**config.mk**
```make
export PLATFORM = sky130hd
export DESIGN_NAME = seven_seg_scan_n
export DESIGN_NICKNAME = d
export VERILOG_FILES = /design/src/rtl/seven_seg_scan_n.sv
export SDC_FILE = /design/constraint.sdc
export NUM_CORES = 1
export LEC_CHECK = 0
export CORE_MARGIN = 2
export CORE_UTILIZATION = 35
export CTS_CLUSTER_SIZE = 40
export DETAILED_ROUTE_END_ITERATION = 12
export GPL_ROUTABILITY_DRIVEN = 1
export PLACE_DENSITY = 0.64
export SYNTH_ARGS = -nofsm -noshare
export SYNTH_HDL_FRONTEND = slang
export SYNTH_SLANG_ARGS = --single-unit
```
**constraint.sdc**
```tcl
create_clock -name clock -period 5.8 [get_ports clock]
set_input_delay 0.87 -clock clock [delete_from_list [all_inputs] [get_ports clock]]
set_output_delay 0.87 -clock clock [all_outputs]
set_load 0.05 [all_outputs]
```
**src/rtl/seven_seg_scan_n.sv**
```systemverilog
`default_nettype none
// ============================================================================
//  Module   : seven_seg_scan_n (with helper bin_to_seven_seg)
//  Brief    : N-digit multiplexed seven-segment scanner with leading-zero
//             blanking, 8-level brightness PWM and a frame-synchronous
//             shadow register loaded through a load/ack handshake.
//  Revision : 1.0 - initial release
// ============================================================================

// ----------------------------------------------------------------------------
//  bin_to_seven_seg : hex nibble to active-low segments, bit 0 = a .. bit 6 = g
// ----------------------------------------------------------------------------
module bin_to_seven_seg (
  input  logic [3:0] bin,
  output logic [6:0] seg
);

  // Pure lookup: one glyph per hex digit
  always_comb begin
    seg = 7'h7F;
    case (bin)
      4'h0: seg = 7'h40;
      4'h1: seg = 7'h79;
      4'h2: seg = 7'h24;
      4'h3: seg = 7'h30;
      4'h4: seg = 7'h19;
      4'h5: seg = 7'h12;
      4'h6: seg = 7'h02;
      4'h7: seg = 7'h78;
      4'h8: seg = 7'h00;
      4'h9: seg = 7'h10;
      4'hA: seg = 7'h08;
      4'hB: seg = 7'h03;
      4'hC: seg = 7'h46;
      4'hD: seg = 7'h21;
      4'hE: seg = 7'h06;
      default: seg = 7'h0E;
    endcase
  end

endmodule

// ----------------------------------------------------------------------------
//  seven_seg_scan_n : top-level scanner
// ----------------------------------------------------------------------------
module seven_seg_scan_n #(
  parameter int NDIGITS = 4,
  parameter int SLICE   = 6250
) (
  input  logic                   clock,
  input  logic                   reset,
  input  logic                   enable,
  input  logic [4*NDIGITS-1:0]   value,
  input  logic [NDIGITS-1:0]     dp,
  input  logic                   load,
  output logic                   load_ack,
  input  logic                   blank_lz,
  input  logic [2:0]             brightness,
  output logic [6:0]             segdisplay,
  output logic                   segdp,
  output logic [NDIGITS-1:0]     segselect,
  output logic                   frame_done
);

  localparam int c_SLOT = 8 * SLICE;
  localparam int c_TW   = $clog2(c_SLOT);
  localparam int c_DW   = (NDIGITS > 1) ? $clog2(NDIGITS) : 1;

  logic [c_TW-1:0]        r_tick;
  logic [c_DW-1:0]        r_digit;
  logic                   r_pending;
  logic [4*NDIGITS-1:0]   r_shadow_value;
  logic [NDIGITS-1:0]     r_shadow_dp;

  logic                   w_wrap;
  logic                   w_frame_end;
  logic                   w_on;
  logic [31:0]            w_thresh;
  logic [3:0]             w_nib [NDIGITS];
  logic [NDIGITS-1:0]     w_zero_from;
  logic                   w_blank;
  logic [3:0]             w_cur_nib;
  logic [6:0]             w_cur_seg;
  logic [NDIGITS-1:0]     w_sel_on;

  assign w_wrap      = (r_tick == c_TW'(c_SLOT - 1));
  assign w_frame_end = w_wrap && (r_digit == c_DW'(NDIGITS - 1));

  // On-window length grows by one slice per brightness step
  assign w_thresh = (32'(brightness) + 32'd1) * 32'(SLICE);
  assign w_on     = (32'(r_tick) < w_thresh);

  // Split shadow into nibbles and flag digits whose nibble and all higher
  // nibbles are zero (candidates for leading-zero blanking)
  generate
    for (genvar gi = 0; gi < NDIGITS; gi++) begin : g_nib
      assign w_nib[gi] = r_shadow_value[4*gi +: 4];
      if (gi == NDIGITS - 1) begin : g_top
        assign w_zero_from[gi] = (w_nib[gi] == 4'h0);
      end else begin : g_lower
        assign w_zero_from[gi] = (w_nib[gi] == 4'h0) && w_zero_from[gi+1];
      end
    end
  endgenerate

  assign w_cur_nib = w_nib[r_digit];
  assign w_blank   = blank_lz && (r_digit != '0) && w_zero_from[r_digit];

  bin_to_seven_seg u_dec (
    .bin (w_cur_nib),
    .seg (w_cur_seg)
  );

  // Active-low anode pattern for the current digit
  always_comb begin
    w_sel_on = '1;
    for (int i = 0; i < NDIGITS; i++) begin
      if (r_digit == c_DW'(i)) begin
        w_sel_on[i] = 1'b0;
      end
    end
  end

  // Slot timer and digit index, advancing only while enabled
  always_ff @(posedge clock) begin
    if (reset) begin
      r_tick  <= '0;
      r_digit <= '0;
    end else if (enable) begin
      if (w_wrap) begin
        r_tick <= '0;
        if (r_digit == c_DW'(NDIGITS - 1)) begin
          r_digit <= '0;
        end else begin
          r_digit <= r_digit + c_DW'(1);
        end
      end else begin
        r_tick <= r_tick + c_TW'(1);
      end
    end
  end

  // Load handshake: request latched immediately, shadow copied only at frame end
  always_ff @(posedge clock) begin
    if (reset) begin
      r_pending      <= 1'b0;
      r_shadow_value <= '0;
      r_shadow_dp    <= '0;
    end else if (enable) begin
      if (w_frame_end && r_pending) begin
        r_shadow_value <= value;
        r_shadow_dp    <= dp;
        r_pending      <= 1'b0;
      end else if (load && !r_pending) begin
        r_pending <= 1'b1;
      end
    end
  end

  // Registered display outputs and one-cycle status pulses
  always_ff @(posedge clock) begin
    if (reset) begin
      segselect  <= '1;
      segdisplay <= 7'h7F;
      segdp      <= 1'b1;
      load_ack   <= 1'b0;
      frame_done <= 1'b0;
    end else if (enable) begin
      segselect  <= w_on ? w_sel_on : '1;
      segdisplay <= w_blank ? 7'h7F : w_cur_seg;
      segdp      <= ~r_shadow_dp[r_digit];
      load_ack   <= w_frame_end && r_pending;
      frame_done <= w_frame_end;
    end else begin
      load_ack   <= 1'b0;
      frame_done <= 1'b0;
    end
  end

endmodule
`default_nettype wire
```
## After elaboration in Yosys (flattened, before gate mapping)

Memories as Yosys holds them, arrays and structs flattened.
Index checks and enable logic that the tools add are counted.
Widths: inputs -> output; s select.

| cells by class | value |
|---|---|
| $lt $le $gt $ge | 3 |
| add/sub/neg operators | 3 |
| equal/unequal tests | 4 |
| multiplexer cells | 17 |
| bitwise logic cells | 3 |
| multipliers | 1 |
| reduce and logical (&&, ||, !) cells | 20 |

Operator list:

| operator | number |
|---|---|
| $lt 16x17->1 | 1 |
| $add 16x1->16 const B | 1 |
| $eq 16x16->1 const B | 1 |
| $logic_not 4->1 | 4 |
| $mul 4x12->16 const B | 1 |
| $mux 16 | 1 |
| $mux 4 | 3 |
| $bmux 4 s2 | 1 |
| $logic_and 1x1->1 | 8 |
| $mux 1 | 8 |
| $mux 7 | 1 |
| $reduce_and 2->1 | 3 |
| $add 3x1->4 const B | 1 |
| $bmux 1 s2 | 2 |
| $eq 2x2->1 const B | 2 |
| $reduce_bool 2->1 | 2 |
| $ge 3x3->1 const B | 1 |
| $lt 2x3->1 const B | 1 |
| $not 2->3 | 1 |
| $add 2x1->2 const B | 1 |
| $eq 2x1->1 const B | 1 |
| $logic_not 2->1 | 1 |
| $mux 2 | 1 |
| $not 1->1 | 2 |
| other kinds (2) | 2 |

| word-level totals | value |
|---|---|
| ROM bits | 112 |
| output and inout bits | 14 |
| memories | 1 |
| bits of input ports | 28 |
| register bits after elaboration | 53 |
| word-level logic and storage cells | 62 |

Memory list:

| name | depth | bits a word | read ports | clocked after memory_dff | wr ports | line | RTL |
|---|---|---|---|---|---|---|---|
| (name not given) | 16 | 7 | 1 | 0 | 0 | 21 | `case (bin)` |

## Depth between registers and ports, before layout

| logic depth | value |
|---|---|
| depth after elaboration | 8 |
| depth in mapped cells | 18 |
| mapped depth without buffers | 18 |

## Cells and area by module

Synthesis repeated with hierarchy kept, for this count alone.

| unflattened totals | value |
|---|---|
| cells, all modules | 386 |
| area total of the unflattened synthesis | 3370.7 sq um |

Modules (own cells, without submodules):

| module | area each (sq um) | times used | cells each |
|---|---|---|---|
| seven_seg_scan_n | 3096.7 | 1 | 353 |
| bin_to_seven_seg | 274.0 | 1 | 33 |

## Worst setup path before layout

Ideal clock, no wire load.

| timing path | value |
|---|---|
| path type | input port to flip-flop |
| from | input port brightness[0] |
| to | register segselect[0] |
| stages on the path | 17 |
| slack | 1.459 ns |
| buffers on the path | 0 |
| data required time | 5.669 ns |
| setup time | 0.131 ns |
| data arrival time | 4.210 ns |
| path through | ha_1 xor2_1 inv_1 fa_1 inv_1 ha_1 a21oi_1 nor2_1 nor4_1 o21bai_1 xnor2_1 ha_1 and3_1 a221oi_1 o21ai_0 o2bb2ai_1 a31oi_1 |

| on the way | value |
|---|---|
| longest elaborated chain between the ends | 4 |

RTL lines:

| element | line | RTL |
|---|---|---|
| from (decl) | 58 | `input logic [2:0] brightness,` |
| $add 3x1->4 | 90 | `assign w_thresh = (32'(brightness) + 32'd1) * 32'(SLICE);` |
| $mul 4x12->16 | 90 |  |
| $lt 16x17->1 | 91 | `assign w_on = (32'(r_tick) < w_thresh);` |
| $mux 4 | 169 | `segselect <= w_on ? w_sel_on : '1;` |
| to (signal assigned) | 169 |  |
| to (decl) | 61 | `output logic [NDIGITS-1:0] segselect,` |

Every way passes these cells.
A chain may end at the register's enable or synchronous reset.

## Final worst setup path

| timing path | value |
|---|---|
| from | input port brightness[1] |
| to | register segselect[3] |

Same word-level chain as after synthesis.

==> impl_metrics.env <==
export IMPL_status="complete, no violations"
export IMPL_finalHoldViolations=0
export IMPL_placed_area_um2=3830
export IMPL_crit_slowest_cell="clkdlybuf4s50_1"
export IMPL_busiest_layer="met2"
export IMPL_routed_wl_mm=7.04
export IMPL_finalSetupTns_ns=0
export IMPL_design_area_um2=3920
export IMPL_dp_cells=534
export IMPL_grt_ovfl_total=0
export IMPL_dp_slack_ns=0.371
export IMPL_first_pass_iters=4
export IMPL_route_detailed_drc=0
export IMPL_path_delay_family="compound AO/OA/AOI/OAI gates"
export IMPL_setup_viol=0
export IMPL_yosys_top_cells_count="dfxtp_1, ha_1, nand2_1"
export IMPL_design_core_area_um2=9240
export IMPL_clk_pin_slew_ns=0.11
export IMPL_syn_area_um2=3340
export IMPL_path_cells="clkdlybuf4s50_1, inv_1, nor3_1, ha_1, inv_1, fa_1, inv_1, ha_1, a21oi_1, nor2_1, nor4_1, o21bai_1, xnor2_1, ha_1, and3_1, a221oi_1, o21ai_0, o2bb2ai_1, a31oi_1"
export IMPL_vias_per_cell=4.83
export IMPL_cts_resized=0
export IMPL_drt_iter0_markers=72
export IMPL_cp_required_ns=5.99
export IMPL_syn_instance_count=378
export IMPL_power_uw=734
export IMPL_min_path_type="reg2reg"
export IMPL_cts_tree="done"
export IMPL_tightest_slew_ns=0.631
export IMPL_worst_slack_ns=0.671
export IMPL_antenna_found_initial=0
export IMPL_io_buffers=41
export IMPL_crit_buf_inv=4
export IMPL_ir_drop_mv=0.0949
export IMPL_yosysMostFrequentCell="dfxtp_1"
export IMPL_htreeDepth=2
export IMPL_dp_hpwl_mm=5.55
export IMPL_num_io_pins=42
export IMPL_post_cts_setup_buffer_count=0
export IMPL_finalClockSkew_ns=0.0145
export IMPL_avgSynthCellArea_um2=8.83
export IMPL_finalNonFillerCells=542
export IMPL_start_kind="input port"
export IMPL_clock_sinks=53
export IMPL_ys_types=53
export IMPL_max_slew_margin_rel_pct=57.9
export IMPL_yosysTopAreaCell="dfxtp_1"
export IMPL_synth_flop_cell="dfxtp_1"
export IMPL_fmax_mhz=195
export IMPL_grt_pass1_vias=2522
export IMPL_path_max_fanout=4
export IMPL_clkLatencyLatePin_ns=0.32
export IMPL_synth_nets=450
export IMPL_globalRouteTotalUtil_pct=14.2
export IMPL_gr_usage_met2_pct=24.0
export IMPL_ctsRootBufferMaster="clkbuf_8"
export IMPL_grt_pass1_wl_mm=11.7
export IMPL_seq_area_frac_synth_pct=31.8
export IMPL_maxCapViolations=0
export IMPL_cts_buffer_depth=2
export IMPL_critical_path_arrival_ns=5.32
export IMPL_hold_ws_ns=0.460
export IMPL_fp_row_count=35
export IMPL_ant_nets=0
export IMPL_finalCritPeriodShare_pct=88.4
export IMPL_die_height_um=102
export IMPL_powerDensity_nw_per_um2=188
export IMPL_cts_buffers=5
export IMPL_vias=2618
export IMPL_grt_start_max_net_pins=31
export IMPL_cp_end_kind="flop"
export IMPL_synthArstFlopShare_pct=0
export IMPL_p_leak_nw=1.49
export IMPL_wire_per_inst_um=13.0
export IMPL_synth_top_area_share_pct=31.8
export IMPL_use_met1_pct=18.0
export IMPL_fin_util_pct=42.4
export IMPL_drive_gt1_share_pct=10.7
export IMPL_rsz0062_at_grt="false"
export IMPL_critPathKind="in2reg"
export IMPL_die_w_um=102
export IMPL_min_period_ns=5.13
export IMPL_worst_path_largest_cell_delay_ns=0.55
export IMPL_gp_congestion=0.891
export IMPL_use_met3_pct=2.69
export IMPL_syn2layout_area_growth_pct=17.3
export IMPL_initial_core_util_pct=36.1
export IMPL_synth_edf_count=0
export IMPL_cts_hold_buf=0
export IMPL_final_nets=484
export IMPL_synth_seq_cells=53
export IMPL_final_max_slew_violation_count=0
export IMPL_synth_area_leaders="dfxtp_1, ha_1, nand2_1"
export IMPL_yosysWarnings=0
export IMPL_diodes=0
export IMPL_die_area_um2=10300
power breakdown:
group | total, mW | switching (mW) | internal, mW | leakage (nW)
Sequential | 0.373 | 0.00363 | 0.370 | 0.430
Combinational | 0.146 | 0.0798 | 0.0665 | 1.01
Clock | 0.215 | 0.128 | 0.0865 | 0.0456
area by class of cell:
type,instances,area (µm²)
Tap cell,129,161
Timing Repair Buffer,43,425
Inverter,19,71.3
Clock inverter,2,13.8
Multi-Input combinational cell,290,2110
Fill cell,897,5330
Sequential cell,53,1060
Clock buffer,6,72.6
worst reg2reg max path: cells and delay by family (launching register included):
family | cells | cell delay, ns
DFF | 1 | 0.37
AOI/OAI and AO/OA | 1 | 0.17
and+or+nand+nor | 4 | 1.84
path summary, 6_finish.rpt:
| kind | depth (start not counted) | slack [ns] | endpoint | from |
|---|---|---|---|---|
| hold reg to reg | 2 | 0.46 | r_shadow_dp[2] | r_shadow_dp[2] |
| setup / recovery | 19 | 0.67 | segselect[3] | brightness[1] |
| setup reg to reg | 5 | 3.36 | r_shadow_value[0] | r_tick[11] |
| hold / removal | 2 | 0.46 | r_shadow_dp[2] | r_shadow_dp[2] |
flip-flops by register name, indices dropped and copies added (netlist names):
signal	count
frame_done	1
segdisplay	7
r_shadow_value	16
r_shadow_dp	4
segdp	1
load_ack	1
r_digit	2
segselect	4
r_pending	1
r_tick	16
routing by layer:
layer  routed length [µm]  part of all wire [%]
met1                 3430                    49
met2                 3300                    47
met3                  201                   2.9
met4                  113                   1.6
met5                    0                     0
cell usage in the layout, fill, tap and decap left out, types with 6 or more instances in the layout:
master and instances:
a31oi_1 10, nand2_2 13, xnor2_1 10, nand4_1 7, nand2_1 40, inv_1 19
ha_1 43, a21o_1 6, a21oi_2 10, dfxtp_1 53, clkdlybuf4s50_1 41, and3_1 7
nor2_1 36, xor2_1 14, a21oi_1 27
logic make-up (layout without fill, tap and decap cells):
| logic type | Yosys count | after routing | synth area share (%) |
|---|---|---|---|
| simple gates | 142 | 142 | 21.8 |
| buf+inv | 35 | 70 | 5.02 |
| fa+ha+maj | 44 | 44 | 16.7 |
| compound gates | 71 | 71 | 13.7 |
| xor+xnor | 24 | 24 | 6.30 |
| flops | 53 | 53 | 31.8 |
| mux | 9 | 9 | 4.65 |
(Power assumes the default switching activity.)
